<file path="config.mk">
export PLATFORM = sky130hd
export DESIGN_NAME = mdu_sequencer
export DESIGN_NICKNAME = d
export VERILOG_FILES = /design/src/rtl/mdu_sequencer_pkg.sv /design/src/rtl/mdu_sequencer_mul_pipe.sv /design/src/rtl/mdu_sequencer.sv
export SDC_FILE = /design/constraint.sdc
export NUM_CORES = 2
export LEC_CHECK = 0
export CORE_MARGIN = 1
export CORE_UTILIZATION = 30
export CTS_BUF_LIST = sky130_fd_sc_hd__clkbuf_16
export DETAILED_ROUTE_END_ITERATION = 16
export PLACE_DENSITY = 0.48
export SLEW_MARGIN = 10
export SYNTH_ARGS = -nofsm -noshare
export SYNTH_HDL_FRONTEND = slang
export SYNTH_HIERARCHICAL = 1
export SYNTH_SLANG_ARGS = --single-unit
export TNS_END_PERCENT = 20
</file>
<file path="constraint.sdc">
create_clock -name clk -period 11.1 [get_ports clk]
set_input_delay 2.22 -clock clk [delete_from_list [all_inputs] [get_ports clk]]
set_output_delay 2.22 -clock clk [all_outputs]
set_load 0.02 [all_outputs]
</file>
<file path="src/rtl/mdu_sequencer_pkg.sv">
// mdu_sequencer_pkg
//   Shared CPU defines for the multiply/divide unit: operation and state
//   encodings, default latencies, HILO accumulate-mode codes and small
//   decode helpers used by the sequencer.
package mdu_sequencer_pkg;

  // Operation encoding as presented by the EXE stage on the 3-bit op bus.
  typedef enum logic [2:0] {
    OP_MULT  = 3'd0,
    OP_MULTU = 3'd1,
    OP_MADD  = 3'd2,
    OP_MADDU = 3'd3,
    OP_MSUB  = 3'd4,
    OP_MSUBU = 3'd5,
    OP_DIV   = 3'd6,
    OP_DIVU  = 3'd7
  } mdu_op_e;

  typedef enum logic [1:0] {
    MDU_IDLE = 2'd0,
    MDU_MUL  = 2'd1,
    MDU_DIV  = 2'd2,
    MDU_DONE = 2'd3
  } mdu_state_e;

  localparam int MDU_MUL_LAT_DEFAULT  = 2;
  localparam int MDU_DIV_ITER_DEFAULT = 32;

  // HILO accumulate modes reported alongside the result.
  localparam logic [1:0] EXT_NONE = 2'b00;
  localparam logic [1:0] EXT_ADD  = 2'b01;
  localparam logic [1:0] EXT_SUB  = 2'b10;

  function automatic logic op_is_div(input mdu_op_e op);
    return (op == OP_DIV) || (op == OP_DIVU);
  endfunction

  function automatic logic op_is_signed(input mdu_op_e op);
    return (op == OP_MULT) || (op == OP_MADD) || (op == OP_MSUB) || (op == OP_DIV);
  endfunction

  function automatic logic [1:0] op_ext_mode(input mdu_op_e op);
    case (op)
      OP_MADD, OP_MADDU: return EXT_ADD;
      OP_MSUB, OP_MSUBU: return EXT_SUB;
      default:           return EXT_NONE;
    endcase
  endfunction

endpackage

</file>
<file path="src/rtl/mdu_sequencer_mul_pipe.sv">
// mdu_mul_pipe
//   Pure datapath: LAT-stage pipelined 33x33 signed multiplier. The caller
//   chooses sign- or zero-extension through bit 32 of each operand. A product
//   presented at cycle t appears on prod_o during cycle t+LAT.
// Ports
//   clk     clock
//   a_i     33-bit signed multiplicand
//   b_i     33-bit signed multiplier
//   prod_o  low 64 bits of the product
module mdu_mul_pipe #(
  parameter int LAT = 2
) (
  input  logic               clk,
  input  logic signed [32:0] a_i,
  input  logic signed [32:0] b_i,
  output logic [63:0]        prod_o
);

  logic signed [63:0] a_ext;
  logic signed [63:0] b_ext;
  logic [63:0]        stage_q [LAT];

  // The low 64 bits of a 64x64 product of the sign-extended operands equal
  // the low 64 bits of the exact 66-bit product.
  assign a_ext = {{31{a_i[32]}}, a_i};
  assign b_ext = {{31{b_i[32]}}, b_i};

  // Multiply in the first stage; later stages only carry the product so
  // retiming can spread the multiplier across them.
  always_ff @(posedge clk) begin
    stage_q[0] <= a_ext * b_ext;
    for (int i = 1; i < LAT; i++) begin
      stage_q[i] <= stage_q[i-1];
    end
  end

  assign prod_o = stage_q[LAT-1];

endmodule

</file>
<file path="src/rtl/mdu_sequencer.sv">
// mdu_sequencer
//   Multi-cycle multiply/divide sequencer for the EXE stage. Multiplies run
//   through a pipelined multiplier for MUL_LAT cycles; divides run DIV_ITER
//   one-bit restoring iterations. The result is presented with a one-cycle
//   finish pulse that doubles as the HILO write enable.
// Ports
//   clk        clock
//   rst        synchronous active-high reset
//   flush      EXE flush, aborts any operation in flight
//   start      EXE holds a mult/div op (level, held while stall=1)
//   op         operation (mdu_op_e encoding)
//   src_a      rs operand
//   src_b      rt operand
//   stall      stall request to EXE
//   finish     one-cycle HILO write enable
//   hi_out     product high / remainder
//   lo_out     product low / quotient
//   extend_op  HILO accumulate mode (00 none, 01 add, 10 subtract)
module mdu_sequencer
  import mdu_sequencer_pkg::*;
#(
  parameter int MUL_LAT  = MDU_MUL_LAT_DEFAULT,
  parameter int DIV_ITER = MDU_DIV_ITER_DEFAULT
) (
  input  logic        clk,
  input  logic        rst,
  input  logic        flush,
  input  logic        start,
  input  logic [2:0]  op,
  input  logic [31:0] src_a,
  input  logic [31:0] src_b,
  output logic        stall,
  output logic        finish,
  output logic [31:0] hi_out,
  output logic [31:0] lo_out,
  output logic [1:0]  extend_op
);

  localparam int CNT_MAX = (MUL_LAT > DIV_ITER) ? MUL_LAT : DIV_ITER;
  localparam int CNT_W   = $clog2(CNT_MAX + 1);

  mdu_state_e       state_q, state_d;
  logic [CNT_W-1:0] cnt_q, cnt_d;

  mdu_op_e     op_e;
  mdu_op_e     op_q;
  logic        accept;
  logic        in_signed;
  logic        div_by_zero;

  // Divider state: partial remainder, quotient/dividend shift register,
  // divisor magnitude and the sign corrections to apply at the end.
  logic [31:0] rem_q;
  logic [31:0] quo_q;
  logic [31:0] dvs_q;
  logic        q_neg_q;
  logic        r_neg_q;

  logic [31:0] hi_q, lo_q;
  logic [1:0]  ext_q;

  logic [32:0] rem_shift;
  logic        rem_ge;
  logic [31:0] rem_sub;
  logic [31:0] rem_step;
  logic [31:0] quo_step;
  logic [31:0] div_a_abs, div_b_abs;
  logic        div_step, div_last, mul_last;

  logic [32:0] mul_a, mul_b;
  logic [63:0] mul_prod;

  assign op_e        = mdu_op_e'(op);
  assign accept      = (state_q == MDU_IDLE) && start && !flush;
  assign in_signed   = op_is_signed(op_e);
  assign div_by_zero = (src_b == 32'd0);

  // ---------------------------------------------------------------------
  // Multiplier: operands go straight from the forwarded buses, which EXE
  // holds stable while stalled, so the product at the last MUL cycle
  // belongs to the accepted instruction.
  // ---------------------------------------------------------------------
  assign mul_a = {in_signed & src_a[31], src_a};
  assign mul_b = {in_signed & src_b[31], src_b};

  mdu_mul_pipe #(
    .LAT (MUL_LAT)
  ) u_mul_pipe (
    .clk    (clk),
    .a_i    (mul_a),
    .b_i    (mul_b),
    .prod_o (mul_prod)
  );

  // ---------------------------------------------------------------------
  // Restoring divide step
  // ---------------------------------------------------------------------
  assign div_a_abs = (in_signed && src_a[31]) ? -src_a : src_a;
  assign div_b_abs = (in_signed && src_b[31]) ? -src_b : src_b;

  assign rem_shift = {rem_q, quo_q[31]};
  assign rem_ge    = (rem_shift >= {1'b0, dvs_q});
  // When rem_ge holds the true difference is below 2^32, so 32 bits suffice.
  assign rem_sub   = rem_shift[31:0] - dvs_q;
  assign rem_step  = rem_ge ? rem_sub : rem_shift[31:0];
  assign quo_step  = {quo_q[30:0], rem_ge};

  assign div_step = (state_q == MDU_DIV) && !flush;
  assign div_last = div_step && (cnt_q == '0);
  assign mul_last = (state_q == MDU_MUL) && !flush && (cnt_q == '0);

  // ---------------------------------------------------------------------
  // FSM: state register
  // ---------------------------------------------------------------------
  always_ff @(posedge clk) begin
    if (rst) begin
      state_q <= MDU_IDLE;
      cnt_q   <= '0;
    end else begin
      state_q <= state_d;
      cnt_q   <= cnt_d;
    end
  end

  // ---------------------------------------------------------------------
  // FSM: next state and cycle counter
  // ---------------------------------------------------------------------
  always_comb begin
    state_d = state_q;
    cnt_d   = '0;
    case (state_q)
      MDU_IDLE: begin
        if (accept) begin
          if (!op_is_div(op_e)) begin
            state_d = MDU_MUL;
            cnt_d   = CNT_W'(MUL_LAT - 1);
          end else if (div_by_zero) begin
            state_d = MDU_DONE;
          end else begin
            state_d = MDU_DIV;
            cnt_d   = CNT_W'(DIV_ITER - 1);
          end
        end
      end
      MDU_MUL, MDU_DIV: begin
        if (cnt_q == '0) begin
          state_d = MDU_DONE;
        end else begin
          cnt_d = cnt_q - 1'b1;
        end
      end
      MDU_DONE: state_d = MDU_IDLE;
      default:  state_d = MDU_IDLE;
    endcase
    if (flush) begin
      state_d = MDU_IDLE;
      cnt_d   = '0;
    end
  end

  // ---------------------------------------------------------------------
  // FSM: outputs
  // ---------------------------------------------------------------------
  always_comb begin
    stall  = 1'b0;
    finish = 1'b0;
    if (!rst) begin
      stall  = accept || (state_q == MDU_MUL) || (state_q == MDU_DIV);
      finish = (state_q == MDU_DONE) && !flush;
    end
  end

  // ---------------------------------------------------------------------
  // Datapath registers. Results are written only on entry to DONE so they
  // stay stable until the next operation completes.
  // ---------------------------------------------------------------------
  always_ff @(posedge clk) begin
    if (rst) begin
      op_q    <= OP_MULT;
      rem_q   <= '0;
      quo_q   <= '0;
      dvs_q   <= '0;
      q_neg_q <= 1'b0;
      r_neg_q <= 1'b0;
      hi_q    <= '0;
      lo_q    <= '0;
      ext_q   <= EXT_NONE;
    end else begin
      if (accept) begin
        op_q    <= op_e;
        rem_q   <= '0;
        quo_q   <= div_a_abs;
        dvs_q   <= div_b_abs;
        q_neg_q <= in_signed && (src_a[31] ^ src_b[31]);
        r_neg_q <= in_signed && src_a[31];
        if (op_is_div(op_e) && div_by_zero) begin
          hi_q  <= src_a;
          lo_q  <= '1;
          ext_q <= EXT_NONE;
        end
      end
      if (div_step) begin
        rem_q <= rem_step;
        quo_q <= quo_step;
      end
      if (div_last) begin
        hi_q  <= r_neg_q ? -rem_step : rem_step;
        lo_q  <= q_neg_q ? -quo_step : quo_step;
        ext_q <= EXT_NONE;
      end
      if (mul_last) begin
        hi_q  <= mul_prod[63:32];
        lo_q  <= mul_prod[31:0];
        ext_q <= op_ext_mode(op_q);
      end
    end
  end

  assign hi_out    = hi_q;
  assign lo_out    = lo_q;
  assign extend_op = ext_q;

endmodule

</file>
=== Yosys cells after proc, flatten, opt, wreduce, memory -nomap -nowiden ===
Memories as Yosys holds them, arrays and structs flattened.
Index checks and enable logic that the tools add are counted.

* Flip-flop bits (word level): 175
* Memories kept: 1
* Input bits: 71
* Output and inout bits: 68
* RAM bits: 128
* Logic and storage cells: 101

{| class="wikitable"
|+ Memory list
! name !! words !! width !! read ports !! clocked after memory_dff !! wr ports !! line !! text
|-
| u_mul_pipe.stage_q || 2 || 64 || 2 || 0 || 2 || mdu_sequencer_mul_pipe.sv:21 || <nowiki>logic [63:0] stage_q [LAT];</nowiki>
|}

* Add/subtract/negate cells: 6
* Equality and inequality tests: 13
* Order comparisons: 1
* Mux-type cells: 34
* $mul: 1
* Bitwise logic cells: 3
* Reduce and logical (&&, ||, !) cells: 31

{| class="wikitable"
|+ Operators with widths
! operator !! count
|-
| 32-bit 2-to-1 mux || 17
|-
| 32-bit negator || 4
|-
| 33-bit by 33-bit multiplier with 64-bit output || 1
|-
| 33-bit by 32-bit >= comparator with 1-bit output || 1
|-
| 32-bit logical NOT || 1
|-
| 32-bit subtractor || 1
|-
| 3-bit == test (second input constant) || 5
|-
| 5-bit 2-to-1 mux || 3
|-
| 2-bit 2-to-1 mux || 7
|-
| 6-bit case mux with 2 select lines || 1
|-
| 1-bit logical AND || 11
|-
| 3-bit by 2-bit == test with 1-bit output (second input constant) || 3
|-
| 2-bit OR reduction || 4
|-
| 6-bit logical NOT || 1
|-
| 1-bit logical OR || 6
|-
| 6-bit 2-to-1 mux || 1
|-
| 2-bit case mux with 3 select lines || 1
|-
| 3-bit nonzero test || 2
|-
| 6-bit by 1-bit subtractor with 6-bit output (second input constant) || 1
|-
| 2-bit == test (second input constant) || 2
|-
| 2-bit != test (second input constant) || 2
|-
| 2-bit case mux with 2 select lines || 1
|-
| 2-bit AND reduction || 2
|-
| 3-bit logical NOT || 1
|-
| 7 further kinds || 10
|}

=== Longest topological paths before layout ===
* Word-level depth: 8
* Depth in mapped cells: 32
* Mapped depth without buffers: 28

=== Modules after synthesis ===
Netlist, hierarchy kept.

{| class="wikitable"
|+ By module, submodules not included
! module !! times used !! area each (um^2) !! seq. area each (um^2) !! cells an instance
|-
| mdu_mul_pipe || 1 || 41487.3 || 2562.5 || 4362
|-
| mdu_sequencer || 1 || 12388.1 || 3483.3 || 1686
|}

=== Worst setup path before layout ===
Ideal clock, no wire load.

* Path kind: input to register
* Start: input op[0]
* End: memory u_mul_pipe.stage_q[0][60]
* Path buffers: 3
* Setup slack: 0.704 ns
* Stages: 28
* Arrival: 10.317 ns
* Data required time: 11.021 ns
* Cells stage by stage: nand2b_1 -> clkbuf_1 -> inv_1 -> buf_1 -> clkbuf_1 -> and2_1 -> fa_1 -> fa_1 -> fa_1 -> inv_1 -> fa_1 -> inv_1 -> fa_1 -> fa_1 -> fa_1 -> inv_1 -> fa_1 -> inv_1 -> ha_1 -> a21o_1 -> a21o_1 -> a21oi_1 -> o21ai_0 -> nand2_1 -> o311ai_2 -> o41ai_2 -> or4b_1 -> o211ai_1

{| class="wikitable"
|+ RTL lines
! what !! line !! text
|-
| start: declaration || mdu_sequencer.sv:29 || <nowiki>input logic [2:0] op,</nowiki>
|-
| end: declaration || mdu_sequencer_mul_pipe.sv:21 ||
|}

==> results.toml <==
[layout]
syn2layout_area_growth_pct = 8.769
nNetsFinal = 7438
drive_gt1_share_pct = 4.974

[sta]
max_freq_ghz = 0.09707
fin_crit_ns = 10.30
finalCritPeriodShare_pct = 92.81
setup_violations = 0
fin_setup_tns_ns = 0
finalClockSkew_ns = 0.01293
worst_hold_slack_ns = 0.3200
slew_headroom_pct = 19.77
finalMaxSlewViolations = 0
worst_slew_pin_slew_ns = 1.204
hold_violations = 0
grt_setup_unrepaired = "no"

[place]
dp_hpwl_um = 141900
io_buffers = 138
gp_congestion = 0.9134

[clock_network]
cts_max_level = 1
cts_sinks = 302
clockRootBuffer = "clkbuf_16"
clk_pin_slew_ns = 0.06
hold_buffers = 0
post_cts_buffers = 0
ctsResizeCount = 0
clk_latency_ns = 0.59
cts_tree = "yes"
cts_buffers = 31
cts_buffer_depth = 3

[setup_path]
crit_fanout = 8
slowest_stage = "fa_1"
path_delay_family = "adder cells"
crit_path_max_incr_delay_ns = 0.82
cp.buffers_inverters = 5
start_kind = "input pin"
crit_arrival_ns = 10.81
worst-setup-path-type = "input pin to register"
critPathLaunch = "op[0]"
r2r-start = "dvs_q[23]"
critPathMostFrequentCell = "fa_1"
cp-end-kind = "register"
worstPathRequired_ns = 11.60

[yosys]
synth_edf_count = 0
ys_ff_latch = 302
yosysSeqAreaShare_pct = 11.22
synth-async-reset-ratio_pct = 0
yosysWarnings = 6
synth_cell_types = 94
syn-cell-area_um2 = 53880
synth_flop_cell = "dfxtp_1"
synth_nets = 7500
avgSynthCellArea_um2 = 8.908
synth_cells = 6048

[detailed_routing]
drt_iter0_markers = 2747
firstDrtPassIters = 6
drc = 0
vias = 40770
wl_per_cell_um = 21.52
vias_per_cell = 4.868
drt-total-wl_um = 180200
drtAntennaViolNets = 0

[grt]
gr-total-overflow = 0
grt_start_max_net_pins = 80
track_usage_pct = 20.03
grt_pass1_wl_um = 274700
grt_antenna_before_repair = 23
grt_pass1_vias = 43080

[floorplan]
fp-row-count = 155
io-pin-count = 139
dieArea_um2 = 181300
core_area_um2 = 178400
die_y_um = 425.8
start_util_pct = 30.20
die_w_um = 425.8

[run_status]
status = "finished, final reports clean"

[min_path]
hold_class = "register to register"
hold_start = "u_mul_pipe/stage_q[0][30]"

[flow_run]
maxCapViolCount = 0
state kept, by name (all words and copies together), names as in the netlist:
signal,cells
hi_out,32
op_q,2
u_mul_pipe/stage_q,128
cnt_q,6
rem_q,32
quo_q,32
q_neg_q,1
lo_out,32
state_q,2
dvs_q,32
r_neg_q,1
extend_op,2
cell usage in the layout (no fill, tap or decap), types with 31 or more instances in the layout:
cell,n
a2111oi_0,35
a211oi_1,49
a21o_1,39
a21oi_1,174
a31oi_1,66
and2_1,559
buf_2,41
buf_4,144
clkbuf_16,31
clkdlybuf4s50_1,96
dfxtp_1,302
fa_1,1126
ha_1,255
inv_1,1154
nand2_1,756
nand3_1,69
nor2_1,256
nor2b_1,36
nor3_1,48
o21ai_0,102
o31ai_1,32
xnor2_1,102
xor2_1,108
through the flow:
stage	util [%]	setup slack, ns	instance area (um^2)	instances
floorplan	-	0.7039	53880	6048
global placement	32.26	0.1296	57560	8308
detailed placement	32.26	0.1151	57560	8308
CTS	32.83	0.7395	58580	8366
global route	32.84	0.4258	58580	8368
finish	32.84	0.7982	58600	8374
cells by family after synthesis:
kind of cell               count (synthesis)  synth area share, %
buffers and inverters                   1541                11.28
and+or+nand+nor                         1895                17.22
AOI/OAI and AO/OA                        701                8.765
muxes                                     18               0.3391
adders and majority gates               1381                47.76
xor gates and xnor gates                 210                3.414
DFF                                      302                11.22
synthesized netlist by cell type, types with 22 or more instances:
cell type / n / area [um^2]
a2111oi_0: 35 / 306.5
nor3_1: 48 / 240.2
fa_1: 1126 / 22540
nand4_1: 22 / 137.6
o21ai_0: 102 / 510.5
nor2b_1: 37 / 231.5
inv_1: 1153 / 4328
dfxtp_1: 302 / 6046
xor2_1: 108 / 945.9
clkbuf_1: 293 / 1100
nor4_1: 28 / 175.2
a21o_1: 41 / 307.8
buf_4: 67 / 503.0
nand2_1: 756 / 2838
nor2_1: 259 / 972.2
or3_1: 22 / 137.6
a21oi_1: 175 / 875.8
nand2b_1: 23 / 143.9
xnor2_1: 102 / 893.4
a31oi_1: 66 / 412.9
nand3_1: 69 / 345.3
ha_1: 255 / 3191
a211oi_1: 49 / 367.9
and2_1: 559 / 3497
o31ai_1: 32 / 240.2
area by class of cell:
class / instances / area, um^2
Inverter: 1155 / 4338
Clock inverter: 27 / 247.7
Sequential cell: 302 / 6046
Fill cell: 18710 / 119800
Antenna cell: 8 / 20.02
Clock buffer: 31 / 775.7
Timing Repair Buffer: 291 / 2439
Multi-Input combinational cell: 4205 / 41790
Tap cell: 2355 / 2947
metal layers:
layer | track usage (%) | share of wire, % | up-vias
met2 | 31.93 | 45 | 1046
met5 | 0 | 0.064 | -
met3 | 2.223 | 5.0 | 158
li1 | - | - | 18380
met1 | 28.76 | 47 | 21170
met4 | 5.114 | 2.6 | 20
worst paths after layout:
path | endpoint | slack (ns) | depth (start not counted)
min | u_mul_pipe/stage_q[0][94] | 0.32 | 0
max reg2reg | hi_out[20] | 5.08 | 20
max | u_mul_pipe/stage_q[0][60] | 0.80 | 25
min reg2reg | u_mul_pipe/stage_q[0][94] | 0.32 | 0
Power is not shown: default switching activity piles up to over one toggle a cycle in this logic, so the estimate is an artifact.
